$ cat src/rtl/ahb_rf_pkg.sv
// rtl/ahb_rf_pkg.sv - shared AHB encodings, offsets, FSM state and decode types for the RF debug read bridge
package ahb_rf_pkg;

  localparam logic [1:0] HTRANS_IDLE   = 2'b00;
  localparam logic [1:0] HTRANS_BUSY   = 2'b01;
  localparam logic [1:0] HTRANS_NONSEQ = 2'b10;
  localparam logic [1:0] HTRANS_SEQ    = 2'b11;

  localparam logic HRESP_OKAY  = 1'b0;
  localparam logic HRESP_ERROR = 1'b1;

  localparam logic [2:0] HSIZE_WORD = 3'b010;
  localparam logic [7:0] OFS_ID     = 8'h80;

  typedef enum logic [2:0] {
    ST_IDLE = 3'd0,
    ST_RD   = 3'd1,
    ST_DONE = 3'd2,
    ST_ERR1 = 3'd3,
    ST_ERR2 = 3'd4
  } state_t;

  typedef struct packed {
    logic       is_err;
    logic       is_id;
    logic [4:0] index;
  } dec_t;

endpackage

$ cat src/rtl/ahb_rf_addr_dec.sv
// rtl/ahb_rf_addr_dec.sv - address-phase decode to {is_err, is_id, index}; AHB_RF_WR_ERR_EN makes writes error
module ahb_rf_addr_dec
  import ahb_rf_pkg::*;
(
  input  logic [7:0] addr,
  input  logic [2:0] size,
  input  logic       write,
  output dec_t       dec
);

  logic bad;

  assign bad = (addr[1:0] != 2'b00) || (size != HSIZE_WORD) || (addr > OFS_ID);

`ifdef AHB_RF_WR_ERR_EN
  assign dec.is_err = bad | write;
`else
  // Writes are silently accepted, so their shape is never an error.
  assign dec.is_err = bad & ~write;
`endif

  assign dec.is_id = (addr == OFS_ID);
  assign dec.index = addr[6:2];

endmodule

$ cat src/rtl/ahb_rf_rd_bridge.sv
// rtl/ahb_rf_rd_bridge.sv - AHB-Lite slave for debug reads of the integer RF
// Optional feature macro: AHB_RF_WR_ERR_EN (accepted writes get a two-cycle ERROR response).
module ahb_rf_rd_bridge
  import ahb_rf_pkg::*;
#(
  parameter int          WAIT_STATES = 0,
  parameter logic [31:0] ID_VALUE    = 32'h5246_0001
) (
  input  logic        clk,
  input  logic        rst,
  input  logic        hsel,
  input  logic [31:0] haddr,
  input  logic [1:0]  htrans,
  input  logic        hwrite,
  input  logic [2:0]  hsize,
  input  logic        hready,
  input  logic [31:0] hwdata,
  output logic        hreadyout,
  output logic        hresp,
  output logic [31:0] hrdata,
  output logic [4:0]  ahb_rf_addr,
  input  logic [31:0] ahb_rf_data
);

  localparam logic [3:0] WS = 4'(WAIT_STATES);

  state_t      state;
  state_t      state_nx;
  dec_t        dec;
  logic [3:0]  cnt;
  logic        is_id_q;
  logic [31:0] rdata_q;
  logic        accept;
  logic        start_rd;
  logic        unused_ok;

  assign unused_ok = ^{haddr[31:8], hwdata};
  assign accept    = hsel & htrans[1] & hready;

  ahb_rf_addr_dec u_dec (
    .addr  (haddr[7:0]),
    .size  (hsize),
    .write (hwrite),
    .dec   (dec)
  );

  always_comb begin
    state_nx  = state;
    hreadyout = 1'b1;
    hresp     = HRESP_OKAY;
    start_rd  = 1'b0;
    case (state)
      ST_IDLE, ST_DONE, ST_ERR2: begin
        if (state == ST_ERR2) hresp = HRESP_ERROR;
        if (accept) begin
          if (dec.is_err) begin
            state_nx = ST_ERR1;
          end else if (hwrite) begin
            state_nx = ST_IDLE;
          end else begin
            state_nx = ST_RD;
            start_rd = 1'b1;
          end
        end else begin
          state_nx = ST_IDLE;
        end
      end
      ST_RD: begin
        hreadyout = 1'b0;
        if (cnt == 4'd0) state_nx = ST_DONE;
      end
      ST_ERR1: begin
        hreadyout = 1'b0;
        hresp     = HRESP_ERROR;
        state_nx  = ST_ERR2;
      end
      default: state_nx = ST_IDLE;
    endcase
  end

  always_ff @(posedge clk or posedge rst) begin
    if (rst) begin
      state       <= ST_IDLE;
      cnt         <= 4'd0;
      is_id_q     <= 1'b0;
      rdata_q     <= 32'd0;
      ahb_rf_addr <= 5'd0;
    end else begin
      state <= state_nx;
      if (start_rd) begin
        ahb_rf_addr <= dec.index;
        cnt         <= WS;
        is_id_q     <= dec.is_id;
      end else if (state == ST_RD) begin
        // RF is sampled only in the final RD cycle.
        if (cnt != 4'd0) cnt <= cnt - 4'd1;
        else             rdata_q <= is_id_q ? ID_VALUE : ahb_rf_data;
      end
    end
  end

  assign hrdata = (state == ST_DONE) ? rdata_q : 32'd0;

endmodule

$ cat config.mk
export PLATFORM = sky130hd
export DESIGN_NAME = ahb_rf_rd_bridge
export DESIGN_NICKNAME = d
export VERILOG_FILES = /design/src/rtl/ahb_rf_pkg.sv /design/src/rtl/ahb_rf_addr_dec.sv /design/src/rtl/ahb_rf_rd_bridge.sv
export SDC_FILE = /design/constraint.sdc
export NUM_CORES = 1
export LEC_CHECK = 0
export ABC_CLOCK_PERIOD_IN_PS = 4100
export CAP_MARGIN = 10
export CORE_MARGIN = 2
export CORE_UTILIZATION = 35
export CTS_BUF_LIST = sky130_fd_sc_hd__clkbuf_2 sky130_fd_sc_hd__clkbuf_4 sky130_fd_sc_hd__clkbuf_8
export DETAILED_ROUTE_END_ITERATION = 7
export DONT_BUFFER_PORTS = 1
export PLACE_DENSITY = 0.46
export REMOVE_ABC_BUFFERS = 1
export SYNTH_ARGS = -nofsm -noshare
export SYNTH_HDL_FRONTEND = slang
export SYNTH_SLANG_ARGS = --single-unit
$ cat constraint.sdc
create_clock -name clk -period 4.1 [get_ports clk]
set_input_delay 0.41 -clock clk [delete_from_list [all_inputs] [get_ports clk]]
set_output_delay 0.41 -clock clk [all_outputs]
set_load 0.02 [all_outputs]
==> flow_summary.json <==
{
  "synth.avg_cell_area_um2": 9.208,
  "die_h_um": 81.96,
  "hold_slack_ps": 191.2,
  "cts_setup_buffers": 0,
  "die_width_um": 81.96,
  "crit_required_ps": 4310,
  "cp_max_fo": 64,
  "finalCritPeriodShare_pct": 54.23,
  "rsz0062_at_grt": "false",
  "grt_pass1_vias": 1411,
  "maxCapViolations": 0,
  "cts_tree": "yes",
  "power.density_nw_per_um2": 564.2,
  "tightest_slew_ps": 939.4,
  "cts.path.max_buffers": 2,
  "wirelength_um": 4485,
  "antenna_left": 0,
  "tns_ps": 0,
  "pin_count": 145,
  "drt-vias-per-instance": 4.891,
  "p_leak_nw": 0.9960,
  "htree_levels": 2,
  "synth_top_area_cell": "dfrtp_1",
  "grt_max_degree": 65,
  "skew_ps": 2.910,
  "syn_inst": 231,
  "netlist.area_leader.share_pct": 52.94,
  "yosysWarningCount": 0,
  "track_usage_pct": 13.70,
  "worst_setup_path_end_kind": "flip-flop",
  "layout_commonest_cell": "dfrtp_1",
  "grt_pass1_wl_um": 6879,
  "drt_iter0_markers": 48,
  "status": "completed",
  "die_area_um2": 6717,
  "route.detailed.drc": 0,
  "area.growth.synth_to_final_pct": 7.353,
  "period_minus_slack_ps": 2224,
  "arrival_ps": 2430,
  "total_power_w": 0.001288,
  "postCtsHoldBufs": 0,
  "fmax_ghz": 0.4497,
  "cts_root_buf": "clkbuf_8",
  "pre_cts_slack_ps": 1864,
  "n_antenna_cell": 0,
  "ys_ff_latch": 45,
  "syn_area_um2": 2127,
  "cts_resized": 0,
  "worst_slack_ps": 1876,
  "io_buffers": 0,
  "start_util_pct": 36.14,
  "fin_nets": 335,
  "antenna_found_initial": 0,
  "slew_violations": 0,
  "peakVddDrop_v": 0.0002198,
  "cts.sinks": 45,
  "grt_overflow": 0,
  "yosysSeqAreaShare_pct": 52.94,
  "path_clk_slew_ps": 80,
  "critPathLaunchType": "flip-flop",
  "dp.final_hpwl_um": 2963,
  "setup_viol": 0,
  "final_cell_mix": "dfrtp_1, and2_1, nand3_1, inv_1, o21ai_0",
  "post_drt_wl_per_cell_um": 14.80,
  "rows": 28,
  "synth.distinct_cells": 29,
  "ys_top_cells_by_area": "dfrtp_1, and2_1, nand3_1, o21ai_0, inv_1",
  "first_pass_iters": 4,
  "clk_latency_ps": 290,
  "num_vias": 1482,
  "cts_made_buffers": 5,
  "hold_class": "primary input to async pin",
  "maxSlewHeadroom_pct": 37.28,
  "gp_congestion": 0.7197,
  "drive_above_1_share_pct": 9.211,
  "hold_viol": 0,
  "path_class": "flip-flop to flip-flop",
  "core_area_um2": 5886
}
## cell usage after synthesis, drive strengths merged
cell type,number
a211oi,2
nor2,20
dfrtp,45
xor2,2
ha,2
xnor2,1
o21ai,25
clkbuf,7
nor4,1
or2,1
mux2i,1
o22ai,1
a21oi,9
nor3,3
clkinv,1
nand3,28
nor3b,1
mux2,5
o21bai,1
nand2,4
nand4b,1
or3b,1
and2,32
buf,6
inv,29
nand2b,1
nand4,1
## sequential cells by signal, summed over array words and instances (netlist names)
| register | count |
|---|---|
| ahb_rf_addr | 5 |
| state | 3 |
| is_id_q | 1 |
| cnt | 4 |
| rdata_q | 32 |
## kinds of logic (layout without fill, tap and decap cells)
| group | count (synthesis) | in the layout | share of synthesized area [%] |
|---|---|---|---|
| AOI/OAI and AO/OA | 38 | 38 | 9.942 |
| xor gates and xnor gates | 3 | 3 | 1.236 |
| adders and majority gates | 2 | 2 | 1.176 |
| buffers and inverters | 43 | 40 | 8.294 |
| DFF | 45 | 45 | 52.94 |
| muxes | 6 | 6 | 3.117 |
| and+or+nand+nor | 94 | 94 | 23.29 |
## report_power, final
| group | internal (W) | switching (W) | total [W] | leakage (nW) |
|---|---|---|---|---|
| Clock | 0.000152 | 0.000147 | 0.000300 | 0.0542 |
| Sequential | 0.000598 | 0.0000763 | 0.000675 | 0.528 |
| Combinational | 0.000113 | 0.000201 | 0.000314 | 0.414 |
## path summary, 6_finish.rpt
| path | start | endpoint | slack, ps | cells past startpoint |
|---|---|---|---|---|
| max reg2reg | cnt[0] | rdata_q[6] | 1880 | 7 |
| min reg2reg | rdata_q[30] | rdata_q[30] | 530 | 2 |
| min | rst | ahb_rf_addr[3] | 190 | 1 |
| min in group clk | haddr[6] | ahb_rf_addr[4] | 260 | 1 |
| max in group asynchronous | rst | rdata_q[24] | 3310 | 1 |
| max | cnt[0] | rdata_q[6] | 1880 | 7 |
## metal layers
| layer | wire length [µm] | track usage [%] |
|---|---|---|
| met2 | 1956 | 21.38 |
| met1 | 2068 | 17.30 |
| met5 | 0 | 0 |
| met3 | 403 | 5.165 |
| met4 | 56 | 5.000 |
## area by class of cell
class / count / area (µm²)
clock buffers: 7 / 96.34
clock inverters: 1 / 5.005
fillers: 617 / 3602
inverters: 30 / 112.6
multi-input cells: 143 / 834.6
flip-flops and latches: 45 / 1126
well taps: 75 / 93.84
repair buffers: 2 / 15.01
## stage by stage
stage               util [%]  cells  instance area [µm²]
finish                 38.80    303                 2283
global route           38.80    303                 2283
CTS                    38.80    303                 2283
detailed placement     37.07    295                 2182
global placement       37.07    295                 2182
floorplan                  -    218                 2063
## critical path, cell delays in order (launching register included)
cell and delay [ps]:
dfrtp_1 390, inv_1 110, ha_1 150, or3b_2 500, nor3_2 200, buf_4 510, nand3_1 140, o21ai_0 110
Note: power is estimated with default switching activity, not from simulation.
